===== src/rtl/debounce_pkg.sv =====
// Shared types for the sensor debouncer: per-channel filter state and
// the mapping from state to the clean output level.
package debounce_pkg;

    typedef enum logic [1:0] {
        S_LOW       = 2'd0,
        S_WAIT_HIGH = 2'd1,
        S_HIGH      = 2'd2,
        S_WAIT_LOW  = 2'd3
    } db_state_t;

    // The accepted level stays high while a falling candidate is being qualified.
    function automatic logic is_high(input db_state_t st);
        return (st == S_HIGH) || (st == S_WAIT_LOW);
    endfunction

endpackage


===== src/rtl/debounce_channel.sv =====
// One sensor channel: two-flop synchroniser followed by a tick-paced
// stability filter that emits a clean level and one-cycle edge strobes.
module debounce_channel
    import debounce_pkg::*;
#(
    parameter int unsigned STABLE_TICKS = 4
) (
    input  logic clk,
    input  logic rst,
    input  logic tick,
    input  logic raw,
    output logic level,
    output logic rise,
    output logic fall
);

    localparam int unsigned     CNT_W    = $clog2(STABLE_TICKS + 1);
    localparam logic [CNT_W-1:0] CNT_LAST = CNT_W'(STABLE_TICKS - 1);
    localparam logic [CNT_W-1:0] CNT_ONE  = CNT_W'(1);

    logic             sync1_q;
    logic             sync2_q;
    db_state_t        state_q, state_d;
    logic [CNT_W-1:0] cnt_q, cnt_d;
    logic             rise_q, rise_d;
    logic             fall_q, fall_d;
    logic             s;

    assign s = sync2_q;

    // A mismatch always wins over a tick in the same cycle, and the cycle that
    // enters a WAIT state never counts a tick.
    always_comb begin
        state_d = state_q;
        cnt_d   = cnt_q;
        rise_d  = 1'b0;
        fall_d  = 1'b0;
        unique case (state_q)
            S_LOW: begin
                if (s) begin
                    state_d = S_WAIT_HIGH;
                    cnt_d   = '0;
                end
            end
            S_WAIT_HIGH: begin
                if (!s) begin
                    state_d = S_LOW;
                    cnt_d   = '0;
                end else if (tick) begin
                    if (cnt_q == CNT_LAST) begin
                        state_d = S_HIGH;
                        cnt_d   = '0;
                        rise_d  = 1'b1;
                    end else begin
                        cnt_d = cnt_q + CNT_ONE;
                    end
                end
            end
            S_HIGH: begin
                if (!s) begin
                    state_d = S_WAIT_LOW;
                    cnt_d   = '0;
                end
            end
            S_WAIT_LOW: begin
                if (s) begin
                    state_d = S_HIGH;
                    cnt_d   = '0;
                end else if (tick) begin
                    if (cnt_q == CNT_LAST) begin
                        state_d = S_LOW;
                        cnt_d   = '0;
                        fall_d  = 1'b1;
                    end else begin
                        cnt_d = cnt_q + CNT_ONE;
                    end
                end
            end
            default: begin
                state_d = S_LOW;
                cnt_d   = '0;
            end
        endcase
    end

    always_ff @(posedge clk) begin
        if (!rst) begin
            sync1_q <= 1'b0;
            sync2_q <= 1'b0;
            state_q <= S_LOW;
            cnt_q   <= '0;
            rise_q  <= 1'b0;
            fall_q  <= 1'b0;
        end else begin
            sync1_q <= raw;
            sync2_q <= sync1_q;
            state_q <= state_d;
            cnt_q   <= cnt_d;
            rise_q  <= rise_d;
            fall_q  <= fall_d;
        end
    end

    assign level = is_high(state_q);
    assign rise  = rise_q;
    assign fall  = fall_q;

endmodule


===== src/rtl/sensor_debouncer.sv =====
// Conditions N_CH raw optical sensor lines into clean levels and edge strobes
// for the downstream parking-lot FSM; channels are fully independent.
module sensor_debouncer #(
    parameter int unsigned N_CH         = 2,
    parameter int unsigned STABLE_TICKS = 4
) (
    input  logic            clk,
    input  logic            rst,
    input  logic            tick,
    input  logic [N_CH-1:0] sensor_raw,
    output logic [N_CH-1:0] sensor_db,
    output logic [N_CH-1:0] rise,
    output logic [N_CH-1:0] fall
);

    genvar ch;
    generate
        for (ch = 0; ch < N_CH; ch++) begin : g_ch
            debounce_channel #(
                .STABLE_TICKS(STABLE_TICKS)
            ) u_channel (
                .clk  (clk),
                .rst  (rst),
                .tick (tick),
                .raw  (sensor_raw[ch]),
                .level(sensor_db[ch]),
                .rise (rise[ch]),
                .fall (fall[ch])
            );
        end
    endgenerate

endmodule


===== config.mk =====
export PLATFORM = sky130hd
export DESIGN_NAME = sensor_debouncer
export DESIGN_NICKNAME = d
export VERILOG_FILES = /design/src/rtl/debounce_pkg.sv /design/src/rtl/debounce_channel.sv /design/src/rtl/sensor_debouncer.sv
export SDC_FILE = /design/constraint.sdc
export NUM_CORES = 1
export LEC_CHECK = 0
export ABC_AREA = 1
export BUFFER_PORTS_ARGS = -buffer_cell sky130_fd_sc_hd__buf_2
export CAP_MARGIN = 20
export CORE_MARGIN = 1
export CORE_UTILIZATION = 45
export DETAILED_ROUTE_END_ITERATION = 6
export HOLD_SLACK_MARGIN = 0.15
export RECOVER_POWER = 100
export SKIP_CTS_REPAIR_TIMING = 1
export SYNTH_ARGS = -nofsm -noshare
export SYNTH_HDL_FRONTEND = slang
export SYNTH_HIERARCHICAL = 1
export SYNTH_SLANG_ARGS = --single-unit

===== constraint.sdc =====
create_clock -name clk -period 2.8 [get_ports clk]
set_input_delay 0 -clock clk [delete_from_list [all_inputs] [get_ports clk]]
set_output_delay 0 -clock clk [all_outputs]
set_load 0.02 [all_outputs]

==> flow_summary.ini <==
[finish]
utilization_pct = 57.8
nets = 151
n_antenna_cell = 0
syn2layout_area_growth_pct = 17.8
postLayoutCellArea_sq_mm = 0.00101
drive_above_1_share_pct = 11.3

[yosys]
synthMostInstantiatedCell = nand2_1
netlist_area_sq_um = 856
synth_area_leaders = dfxtp_1 (42%), nand2_1 (13%), inv_1 (11%), nand3_1 (7.0%), nand2_2 (5.8%)
syn_nets = 131
yosysTopAreaCell = dfxtp_1
synth_top_area_share_pct = 42.1
avgSynthCellArea_sq_um = 6.90
synthTopCellsByCount = nand2_1 (30), inv_1 (24), dfxtp_1 (18)
ys_types = 14
synth_seq_cells = 18
async_reset_ff_share_pct = 0
ys_seq_area_share_pct = 42.1
yosysWarnings = 6
synth_edf_count = 0
syn_inst = 124
ys.flop_type = dfxtp_1

[power]
clock_power_share_pct = 27.4
powerDensity_mw_per_mm2 = 432
p_int_uw = 331
p_sw_uw = 105
switching_share_pct = 24.0
peakVddDrop_uv = 257
p_seq_share_pct = 61.8
static-leakage-power_nw = 0.484
p_comb_share_pct = 10.8

[sta]
period_share_pct = 55.4
max-slew-margin-rel_pct = 59.5
fin_worst_skew_ns = 0.00122
setup_viol = 0
tightest_slew_ns = 0.608
rsz0062_at_grt = false
period_needed_ns = 1.55
worst_slack_ns = 1.25
hold_violations = 0
finalSetupTns_ns = 0
max_freq_mhz = 645
drv_slew = 0

[clock_tree]
cts_made_buffers = 3
cts_sinks = 18
h-tree-depth = 1
clockRootBuffer = clkbuf_4
tritoncts = built
clk_pin_slew_ns = 0.09
clock_latency_ns = 0.28
cts.path.max_buffers = 2

[hold_path]
hold_class = reg2reg
worstHoldStart = g_ch[1].u_channel/sync1_q

[critical_path]
r2r_cells = 5
critPathCapture = g_ch[1].u_channel/cnt_q[2]
cp-start-kind = register
crit_type = reg2reg
endpoint_kind = register
r2r-end = g_ch[1].u_channel/cnt_q[2]
r2r_slack_ns = 1.25
cp_data_required_time_ns = 3.03
cp_max_fo = 6
arrival_ns = 1.78

[floorplanning]
die_h_um = 45.6
die_area_sq_mm = 0.00208
start_util_pct = 49.0
io-pin-count = 11
core.rowCount = 15
die_w_um = 45.6
coreArea_sq_mm = 0.00175

[place]
hpwlAfterDp_mm = 1.13
placed_cell_area_sq_um = 930
globalplace.congestion = 0.876
preCtsSetupSlack_ns = 1.70
port_buffers = 10

[routing]
drc = 0
ant_nets = 0
vias_per_cell = 4.57
drtPass1Iterations = 3
drt-total-wl_mm = 1.56
drt-initial-drc-count = 20
vias = 764
wl_per_cell_um = 9.31

[flow_run]
cap_viol_max_count = 0

[global_route]
globalRouteTotalUtil_pct = 16.2
grt_overflow = 0
grt_pass1_wl_mm = 2.39
grt_start_max_net_pins = 15
antenna_found_initial = 0
grt_pass1_vias = 580

[outcome]
status = finished clean
[layout by cell type, fill, tap and decap left out, types with 3 or more instances in the layout]
cell,n
clkbuf_1,7
dlygate4sd3_1,7
inv_1,24
nand2_1,32
nand3_1,12
buf_2,3
nand4_1,6
dfxtp_1,18
clkbuf_4,3
a21oi_1,4
nand2_2,6
nor2_1,8
nor4_1,4
[per-stage QoR]
stage	std cells	power, mW	hold WS, ns
after floorplan	124	0.303	0.0935
after global placement	157	0.316	0.183
after detailed placement	157	0.316	0.187
after CTS	160	0.435	-0.114
after global routing	167	0.463	0.470
final	167	0.436	0.429
[layer usage]
layer | track usage (%) | vias to the layer above | wire [um]
met2 | 23.4 | 9 | 635
li1 | - | 427 | -
met4 | 3.64 | 0 | 12
met3 | 5.95 | 2 | 41
met1 | 22.6 | 326 | 866
met5 | 0 | - | 0
[worst min-delay path by stage]
stage,cells after the start,end
2_1_floorplan,2,g_ch[0].u_channel/s
3_3_place_gp,3,g_ch[0].u_channel/sync1_q
3_5_place_dp,3,g_ch[1].u_channel/sync1_q
4_1_cts,3,g_ch[1].u_channel/sync1_q
5_1_grt,2,g_ch[1].u_channel/s
6_report,2,g_ch[1].u_channel/s
[critical path, stage by stage (launching register included)]
cell,delay [ns]
dfxtp_1,0.46
inv_2,0.04
nand2_1,0.13
nand3_1,0.17
a21oi_1,0.17
dlygate4sd3_1,0.54
[cells by family after synthesis]
family                   synth area share, %
AO/OA/AOI/OAI                           4.39
adder cells (fa/ha/maj)                 2.92
buffers and inverters                   12.3
flip-flops                              42.1
AND/OR/NAND/NOR                         38.3
[area by class of cell]
cell class,count,area (sq um)
Inverter,26,97.6
Sequential cell,18,360
Fill cell,176,737
Timing Repair Buffer,17,111
Clock buffer,3,22.5
Multi-Input combinational cell,78,385
Tap cell,25,31.3
[power groups by stage]
stage / clock [mW] / sequential [mW] / combinational [mW]
global placement: 0 / 0.275 / 0.0403
global route: 0.140 / 0.271 / 0.0529
CTS: 0.125 / 0.270 / 0.0410
finish: 0.119 / 0.269 / 0.0469
floorplan: 0 / 0.274 / 0.0289
detailed placement: 0 / 0.275 / 0.0407
(Power assumes the default switching activity.)
